`src/rtl/load_pkg.sv`:
```
`default_nettype none
// ============================================================================
// Module   : load_pkg
// Brief    : Shared types and helpers for the load alignment path.
// Revision : 1.0  initial release
// ============================================================================
package load_pkg;

    localparam logic [2:0] F3_LB  = 3'b000;
    localparam logic [2:0] F3_LH  = 3'b001;
    localparam logic [2:0] F3_LW  = 3'b010;
    localparam logic [2:0] F3_LD  = 3'b011;
    localparam logic [2:0] F3_LBU = 3'b100;
    localparam logic [2:0] F3_LHU = 3'b101;
    localparam logic [2:0] F3_LWU = 3'b110;

    typedef enum logic [2:0] {
        IDLE   = 3'd0,
        ISSUE0 = 3'd1,
        WAIT0  = 3'd2,
        ISSUE1 = 3'd3,
        WAIT1  = 3'd4,
        RESP   = 3'd5
    } state_t;

    function automatic logic [3:0] size_bytes(input logic [2:0] funct3);
        return 4'd1 << funct3[1:0];
    endfunction

    // LD and LWU only exist on RV64.
    function automatic logic is_illegal(input logic [2:0] funct3, input int xlen);
        return (funct3 == 3'b111) ||
               ((xlen == 32) && ((funct3 == F3_LD) || (funct3 == F3_LWU)));
    endfunction

endpackage
`default_nettype wire

```
`src/rtl/load_data_extract.sv`:
```
`default_nettype none
// ============================================================================
// Module   : load_data_extract
// Brief    : Combinational merge, byte shift and sign/zero extension of a load.
// Revision : 1.0  initial release
// ============================================================================
module load_data_extract #(
    parameter int XLEN = 32,
    parameter int NB   = XLEN / 8,
    parameter int OFFW = $clog2(NB)
) (
    input  logic [XLEN-1:0] beat0,
    input  logic [XLEN-1:0] beat1,
    input  logic [OFFW-1:0] off,
    input  logic [2:0]      funct3,
    output logic [XLEN-1:0] data
);

    logic [OFFW+2:0] w_shamt;
    logic [XLEN-1:0] w_shifted;
    logic [XLEN-1:0] w_mask;
    logic            w_sign;

    assign w_shamt   = {off, 3'b000};
    assign w_shifted = XLEN'({beat1, beat0} >> w_shamt);

    always_comb begin
        w_sign = 1'b0;
        w_mask = '0;
        case (funct3[1:0])
            2'd0: begin
                w_sign = w_shifted[7];
                w_mask = XLEN'(8'hFF);
            end
            2'd1: begin
                w_sign = w_shifted[15];
                w_mask = XLEN'(16'hFFFF);
            end
            2'd2: begin
                w_sign = w_shifted[31];
                w_mask = XLEN'(32'hFFFF_FFFF);
            end
            default: begin
                w_sign = w_shifted[XLEN-1];
                w_mask = '1;
            end
        endcase
    end

    // funct3[2] selects the unsigned variants.
    assign data = (w_shifted & w_mask) | (~w_mask & {XLEN{w_sign & ~funct3[2]}});

endmodule
`default_nettype wire

```
`src/rtl/load_align_unit.sv`:
```
`default_nettype none
// ============================================================================
// Module   : load_align_unit
// Brief    : Load FSM issuing one or two aligned bus beats per (misaligned) load.
// Revision : 1.0  initial release
// ============================================================================
module load_align_unit
    import load_pkg::*;
#(
    parameter int XLEN = 32,
    parameter int NB   = XLEN / 8,
    parameter int OFFW = $clog2(NB)
) (
    input  logic            clk,
    input  logic            rst,
    input  logic            req_valid,
    output logic            req_ready,
    input  logic [XLEN-1:0] req_addr,
    input  logic [2:0]      req_funct3,
    output logic            mem_req_valid,
    input  logic            mem_req_ready,
    output logic [XLEN-1:0] mem_req_addr,
    input  logic            mem_rsp_valid,
    input  logic [XLEN-1:0] mem_rsp_data,
    output logic            rsp_valid,
    input  logic            rsp_ready,
    output logic [XLEN-1:0] rsp_data,
    output logic            rsp_err
);

    state_t          r_state;
    state_t          w_next;
    logic [XLEN-1:0] r_mem_addr;
    logic [XLEN-1:0] r_beat0;
    logic [XLEN-1:0] r_rsp_data;
    logic            r_rsp_err;
    logic [OFFW-1:0] r_off;
    logic [2:0]      r_funct3;
    logic            r_two_beat;

    logic            w_accept;
    logic            w_illegal;
    logic [4:0]      w_end;
    logic            w_two_beat;
    logic [XLEN-1:0] w_beat0;
    logic [XLEN-1:0] w_extract;

    assign w_accept   = req_valid && req_ready;
    assign w_illegal  = is_illegal(req_funct3, XLEN);
    assign w_end      = 5'(req_addr[OFFW-1:0]) + 5'(size_bytes(req_funct3));
    assign w_two_beat = w_end > 5'(NB);

    always_ff @(posedge clk or posedge rst) begin
        if (rst) begin
            r_state <= IDLE;
        end else begin
            r_state <= w_next;
        end
    end

    always_comb begin
        w_next = r_state;
        case (r_state)
            IDLE:    if (req_valid)     w_next = w_illegal ? RESP : ISSUE0;
            ISSUE0:  if (mem_req_ready) w_next = WAIT0;
            WAIT0:   if (mem_rsp_valid) w_next = r_two_beat ? ISSUE1 : RESP;
            ISSUE1:  if (mem_req_ready) w_next = WAIT1;
            WAIT1:   if (mem_rsp_valid) w_next = RESP;
            RESP:    if (rsp_ready)     w_next = IDLE;
            default:                    w_next = IDLE;
        endcase
    end

    always_comb begin
        req_ready     = (r_state == IDLE);
        mem_req_valid = (r_state == ISSUE0) || (r_state == ISSUE1);
        rsp_valid     = (r_state == RESP);
        mem_req_addr  = r_mem_addr;
        rsp_data      = r_rsp_data;
        rsp_err       = r_rsp_err;
    end

    // In WAIT0 the live bus word is beat0; a single-beat load never reads beat1 bytes.
    assign w_beat0 = (r_state == WAIT0) ? mem_rsp_data : r_beat0;

    load_data_extract #(
        .XLEN (XLEN),
        .NB   (NB),
        .OFFW (OFFW)
    ) u_extract (
        .beat0  (w_beat0),
        .beat1  (mem_rsp_data),
        .off    (r_off),
        .funct3 (r_funct3),
        .data   (w_extract)
    );

    always_ff @(posedge clk or posedge rst) begin
        if (rst) begin
            r_mem_addr <= '0;
            r_beat0    <= '0;
            r_rsp_data <= '0;
            r_rsp_err  <= 1'b0;
            r_off      <= '0;
            r_funct3   <= 3'b000;
            r_two_beat <= 1'b0;
        end else if (w_accept) begin
            r_off      <= req_addr[OFFW-1:0];
            r_funct3   <= req_funct3;
            r_two_beat <= w_two_beat;
            r_rsp_err  <= w_illegal;
            if (w_illegal) begin
                r_rsp_data <= '0;
            end else begin
                r_mem_addr <= {req_addr[XLEN-1:OFFW], {OFFW{1'b0}}};
            end
        end else if ((r_state == WAIT0) && mem_rsp_valid) begin
            r_beat0 <= mem_rsp_data;
            if (r_two_beat) begin
                r_mem_addr <= r_mem_addr + XLEN'(NB);
            end else begin
                r_rsp_data <= w_extract;
            end
        end else if ((r_state == WAIT1) && mem_rsp_valid) begin
            r_rsp_data <= w_extract;
        end
    end

endmodule
`default_nettype wire

```
`config.mk`:
```
export PLATFORM = sky130hd
export DESIGN_NAME = load_align_unit
export DESIGN_NICKNAME = d
export VERILOG_FILES = /design/src/rtl/load_pkg.sv /design/src/rtl/load_data_extract.sv /design/src/rtl/load_align_unit.sv
export SDC_FILE = /design/constraint.sdc
export NUM_CORES = 1
export LEC_CHECK = 0
export CORE_ASPECT_RATIO = 2
export CORE_MARGIN = 4
export CORE_UTILIZATION = 35
export DETAILED_ROUTE_END_ITERATION = 6
export PLACE_DENSITY_LB_ADDON = 0.15
export SYNTH_ARGS = -nofsm -noshare
export SYNTH_HDL_FRONTEND = slang
export SYNTH_SLANG_ARGS = --single-unit
```
`constraint.sdc`:
```
create_clock -name clk -period 5.6 [get_ports clk]
set_clock_uncertainty 0.2 [all_clocks]
set_input_delay 1.12 -clock clk [delete_from_list [all_inputs] [get_ports clk]]
set_output_delay 1.12 -clock clk [all_outputs]
set_load 0.02 [all_outputs]
```
==> flow_summary.yaml, run 1 <==
job:
  maxCapViolCount: 0
timing:
  setup_viol: 0
  timing.fmax_mhz: 256
  post-route-period-util_pct: 69.6
  worst_pin_slew_ns: 1.06
  final_max_slew_viol_count: 0
  slew_headroom_pct: 28.1
  hold_viol: 0
  period_needed_ns: 3.90
  setup_tns_ns: 0
  rsz0062_at_grt: "no"
route:
  route.detailed.wl_per_inst_um: 20.7
  postRouteAntennaNets: 0
  viasPerCell: 5.88
  firstDrtPassIters: 5
  wirelength_um: 20200
  drc: 0
  drtIter0Drc: 258
  vias: 5717
power_and_ir_drop:
  p_switching_mw: 1.89
  p_leak_nw: 3.21
  ir_drop_mv: 0.233
  p_seq_share_pct: 33.0
  p_clk_share_pct: 14.4
  p_per_area_nw_per_um2: 535
  internal_power_mw: 2.55
  power.share.switching_pct: 42.6
  p_comb_share_pct: 52.7
setup_path:
  critPathMaxStageDelay_ns: 0.93
  slowest_stage: "dfrtp_1"
  crit_required_ns: 4.28
  critPathMaxFanout: 21
  crit_type: "flop to output pin"
  crit_family: "buffers and inverters"
  crit_path_start_kind: "flop"
  path_cells: "inv_1 > nor3_1 > clkdlybuf4s50_1"
  endpoint_kind: "output pin"
  cp.arrival_ns: 2.58
  critical_path_buf_inv_count: 2
placed_design:
  port_buffers: 138
  placed_cell_area_um2: 8010
  hpwl_um: 14900
  gp_congestion: 0.855
clocking:
  path_clk_slew_ns: 0.07
  post_cts_buffers: 0
  hold_buffers: 0
  cts_max_path_buffers: 2
  cts-root-buf: "clkbuf_16"
  clock_latency_ns: 0.35
  cts_buffers: 9
  htree_levels: 3
  cts_tree: "built"
  cts_resized: 0
  cts_sinks: 104
yosys:
  synth_cells: 646
  synth_top_family_by_area: "compound AO/OA/AOI/OAI gates"
  synth_area_leaders: "dfrtp_1 40%, mux4_2 7.3%, mux2_2 7.1%"
  synth_area_um2: 6490
  yosysWarnings: 0
  synth.yosys.seq_area_share_pct: 40.1
  yosys.cell_types.count: 58
  syn_avg_cell_area_um2: 10.0
  synth_edf_count: 0
  synthXorXnorAreaFrac_pct: 0
  synth_simple_gate_area_share_pct: 16.8
  synthAdderAreaFrac_pct: 0.887
  ys_ff_latch: 104
  synth-async-reset-ratio_pct: 100
  synth_ff_type: "dfrtp_1"
  yosys.area.top_type: "dfrtp_1"
  yosysTopAreaCellShare_pct: 40.1
  synthMuxAreaShare_pct: 18.4
  synth_compound_gate_area_share_pct: 18.8
layout:
  final_common_cell: "clkdlybuf4s50_1"
  nNetsFinal: 829
  most-common-layout-cells: "138 x clkdlybuf4s50_1, 103 x dfrtp_1, 52 x nand2_1"
  insertedDiodeCount: 0
  utilization_pct: 45.3
  design_area_um2: 8300
  fillers: 1746
  regArea_um2: 2600
  area_growth_pct: 27.9
  multi_input_area_um2: 3600
  drive_gt1_share_pct: 14.7
grt:
  grt_pass1_wl_um: 32600
  overflow: 0
  grtUsageTotal_pct: 19.5
  grt_max_degree: 76
  grt_pass1_vias: 5947
  antenna_found_initial: 0
outcome:
  status: "completed"
worst_hold_path:
  worstHoldPathType: "flop to flop"
floorplan:
  dieHeight_um: 201
  num_rows: 70
  core_area_um2: 18300
  dieWidth_um: 104
  dieArea_um2: 20900
  ios: 141
  initial_utilization_pct: 35.5
-- cell families after synthesis --
logic type               Yosys count
AO/OA/AOI/OAI                    175
flip-flops                       104
AND/OR/NAND/NOR                  205
other                              1
buffers and inverters             71
multiplexers                      86
adder cells (fa/ha/maj)            4
-- state kept, by name (all words and copies together) (netlist names) --
| register | count |
|---|---|
| r_funct3 | 3 |
| r_two_beat | 1 |
| r_state | 3 |
| r_beat0 | 32 |
| mem_req_addr | 30 |
| rsp_err | 1 |
| rsp_data | 32 |
| r_off | 2 |
-- area by class of cell --
| cell class | instances | share of cell area, % |
|---|---|---|
| Inverter | 14 | 0.663 |
| Multi-Input combinational cell | 472 | 43.4 |
| Clock buffer | 11 | 2.80 |
| Tap cell | 216 | 3.26 |
| Clock inverter | 5 | 0.679 |
| Timing Repair Buffer | 151 | 17.8 |
| Sequential cell | 104 | 31.4 |
-- power by group through the flow --
stage                     clock, mW  combinational, mW  sequential, mW
after CTS                     0.658               2.36            1.46
final                         0.639               2.34            1.46
after detailed placement          0               2.35            1.47
after global routing          0.688               2.54            1.52
after global placement            0               2.31            1.46
after floorplan                   0               1.43            1.51
-- path summary, 6_finish.rpt --
path | from | slack, ns | endpoint | cells after the start
max | r_state[0]$_DFFE_PP0P_ | 1.70 | rsp_valid | 3
min reg2reg | rsp_data[0]$_DFFE_PP0P_ | 0.28 | rsp_data[0]$_DFFE_PP0P_ | 2
min | rsp_data[0]$_DFFE_PP0P_ | 0.28 | rsp_data[0]$_DFFE_PP0P_ | 2
max reg2reg | r_state[1]$_DFFE_PP0P_ | 1.92 | rsp_data[13]$_DFFE_PP0P_ | 4
max in group asynchronous | rst | 3.09 | mem_req_addr[4]$_DFFE_PP0P_ | 3
min in group asynchronous | rst | 1.13 | r_beat0[1]$_DFFE_PP0P_ | 2
-- stage by stage --
| step | power [mW] | hold slack (ns) | std cells | setup slack, ns |
|---|---|---|---|---|
| finish | 4.44 | 0.278 | 973 | 1.70 |
| global route | 4.75 | 0.329 | 973 | 1.39 |
| CTS | 4.48 | 0.286 | 973 | 1.67 |
| detailed placement | 3.83 | 0.271 | 957 | 1.39 |
| global placement | 3.76 | 0.266 | 957 | 1.51 |
| floorplan | 2.94 | 0.276 | 647 | 1.55 |
-- metal layers --
layer | vias to the layer above | GRT usage (%) | part of all wire, %
met3 | 24 | 3.41 | 5.2
met1 | 2819 | 21.2 | 36
met4 | 0 | 7.47 | 2.3
met5 | - | 0 | 0
li1 | 2653 | - | -
met2 | 221 | 36.7 | 56
-- worst register-to-register path, cell delays in order, from the launching register on --
cell and delay, ns:
dfrtp_1 0.81, nor3b_4 0.83, mux4_2 0.63, nor4bb_1 0.91, a221o_1 0.23
-- cells in the mapped netlist (13+ instances only) --
cell type and n:
dfrtp_1 104, nand2_1 53, nor2_1 43, o21ai_0 43, mux2_2 41, a21oi_1 33, clkbuf_1 33, mux2i_1 23
mux4_2 21, nand3_1 20, a31oi_1 17, o211ai_1 16, inv_1 14, buf_2 13, nand2b_1 13
(Power assumes the default switching activity.)
==> run 2: changes to the inputs <==
==> constraint.sdc (replaced) <==
create_clock -name clk -period 4.1 [get_ports clk]
set_clock_uncertainty 0.2 [all_clocks]
set_input_delay 0.82 -clock clk [delete_from_list [all_inputs] [get_ports clk]]
set_output_delay 0.82 -clock clk [all_outputs]
set_load 0.02 [all_outputs]
==> flow_summary.yaml, run 2 (synthesis gave the netlist of run 1 again) <==
route:
  vias: 5748
  postRouteAntennaNets: 0
  route.detailed.wl_per_inst_um: 20.6
  viasPerCell: 5.87
  firstDrtPassIters: 5
  drtIter0Drc: 221
  wirelength_um: 20200
  drc: 0
setup_path:
  slowest_stage: "clkdlybuf4s50_1"
  cp.arrival_ns: 2.20
  critPathMaxStageDelay_ns: 0.69
  critPathMaxFanout: 14
  path_cells: "buf_4 > inv_1 > nor3_1 > clkdlybuf4s50_1"
  crit_family: "buffers and inverters"
  endpoint_kind: "output pin"
  reg2reg_setup_slack_ns: 1.13
  crit_type: "flop to output pin"
  crit_path_start_kind: "flop"
  crit_required_ns: 3.08
  critical_path_buf_inv_count: 3
layout:
  most-common-layout-cells: "138 x clkdlybuf4s50_1, 103 x dfrtp_1, 52 x nand2_1"
  nNetsFinal: 837
  insertedDiodeCount: 0
  final_common_cell: "clkdlybuf4s50_1"
  final_cells: 980
  fillers: 1735
  design_area_um2: 8440
  area_growth_pct: 30.1
  drive_gt1_share_pct: 15.7
job:
  maxCapViolCount: 0
clocking:
  cts_tree: "built"
  hold_buffers: 0
  path_clk_slew_ns: 0.07
  cts_resized: 0
  post_cts_buffers: 0
  cts_max_path_buffers: 2
  htree_levels: 3
  cts-root-buf: "clkbuf_16"
  cts_buffers: 9
  clock_latency_ns: 0.36
  cts_sinks: 104
timing:
  rsz0062_at_grt: "no"
  worst_pin_slew_ns: 0.780
  hold_viol: 0
  hold_slack_ns: 0.291
  setup_tns_ns: 0
  timing.fmax_mhz: 311
  final_max_slew_viol_count: 0
  period_needed_ns: 3.22
  slew_headroom_pct: 47.8
  setup_viol: 0
  post-route-period-util_pct: 78.5
power_and_ir_drop:
  p_per_area_nw_per_um2: 740
  p_leak_nw: 3.28
  ir_drop_mv: 0.372
  total_power_mw: 6.25
floorplan:
  dieHeight_um: 201
  core_area_um2: 18300
  dieWidth_um: 104
  ios: 141
  initial_utilization_pct: 35.5
  dieArea_um2: 20900
  num_rows: 70
grt:
  overflow: 0
  grt_pass1_vias: 5941
  grt_pass1_wl_um: 32600
  grtUsageTotal_pct: 19.4
  antenna_found_initial: 0
  grt_max_degree: 64
placed_design:
  gp_congestion: 0.874
  placed_cell_area_um2: 8110
  port_buffers: 138
  place_inst: 965
  hpwl_um: 15000
outcome:
  status: "completed"
worst_hold_path:
  worstHoldPathType: "flop to flop"
## run 2: worst min-delay path, cell delays in order, from the launching register on
cell     delay, ns
dfrtp_1       0.35
nand2_1       0.04
o21ai_0       0.06
## run 2: cell type report
cell class,count,area [um2],share of cell area (%)
clock inverter,6,109,1.29
inverter,14,55.1,0.652
sequential,104,2600,30.8
clock buffer,9,225,2.67
timing repair buffer,159,1580,18.7
multi-input combinational,472,3600,42.7
tap,216,270,3.20
## run 2: worst paths after layout
| kind | from | endpoint | depth (start not counted) |
|---|---|---|---|
| min in group asynchronous | rst | r_beat0[1]$_DFFE_PP0P_ | 2 |
| worst min-delay path | rsp_err$_DFFE_PP0N_ | rsp_err$_DFFE_PP0N_ | 2 |
| worst max-delay path | r_state[0]$_DFFE_PP0P_ | rsp_valid | 4 |
| worst min register to register | rsp_err$_DFFE_PP0N_ | rsp_err$_DFFE_PP0N_ | 2 |
| max in group asynchronous | rst | r_off[0]$_DFFE_PP0N_ | 3 |
| worst max register to register | r_state[2]$_DFFE_PP0P_ | rsp_data[8]$_DFFE_PP0P_ | 5 |
## run 2: report_power, final
part           internal (mW)  switching [mW]  leakage, nW  total (mW)
clock network          0.593           0.405        0.165       0.998
registers               1.47           0.448         1.29        1.92
logic                   1.58            1.75         1.83        3.33
total                   3.65            2.60         3.28        6.25
## run 2: metal layers
metal  GRT usage [%]  share of wire (%)
met3            3.67                4.4
met5               0                  0
met1            21.1                 37
met4            8.51                3.0
met2            36.0                 56
## run 2: stage by stage
step	utilization [%]	worst slack [ns]
after floorplan	-	0.348
after global placement	44.3	0.593
after detailed placement	44.3	0.542
after CTS	46.1	0.867
after global routing	46.1	0.749
final	46.1	0.882
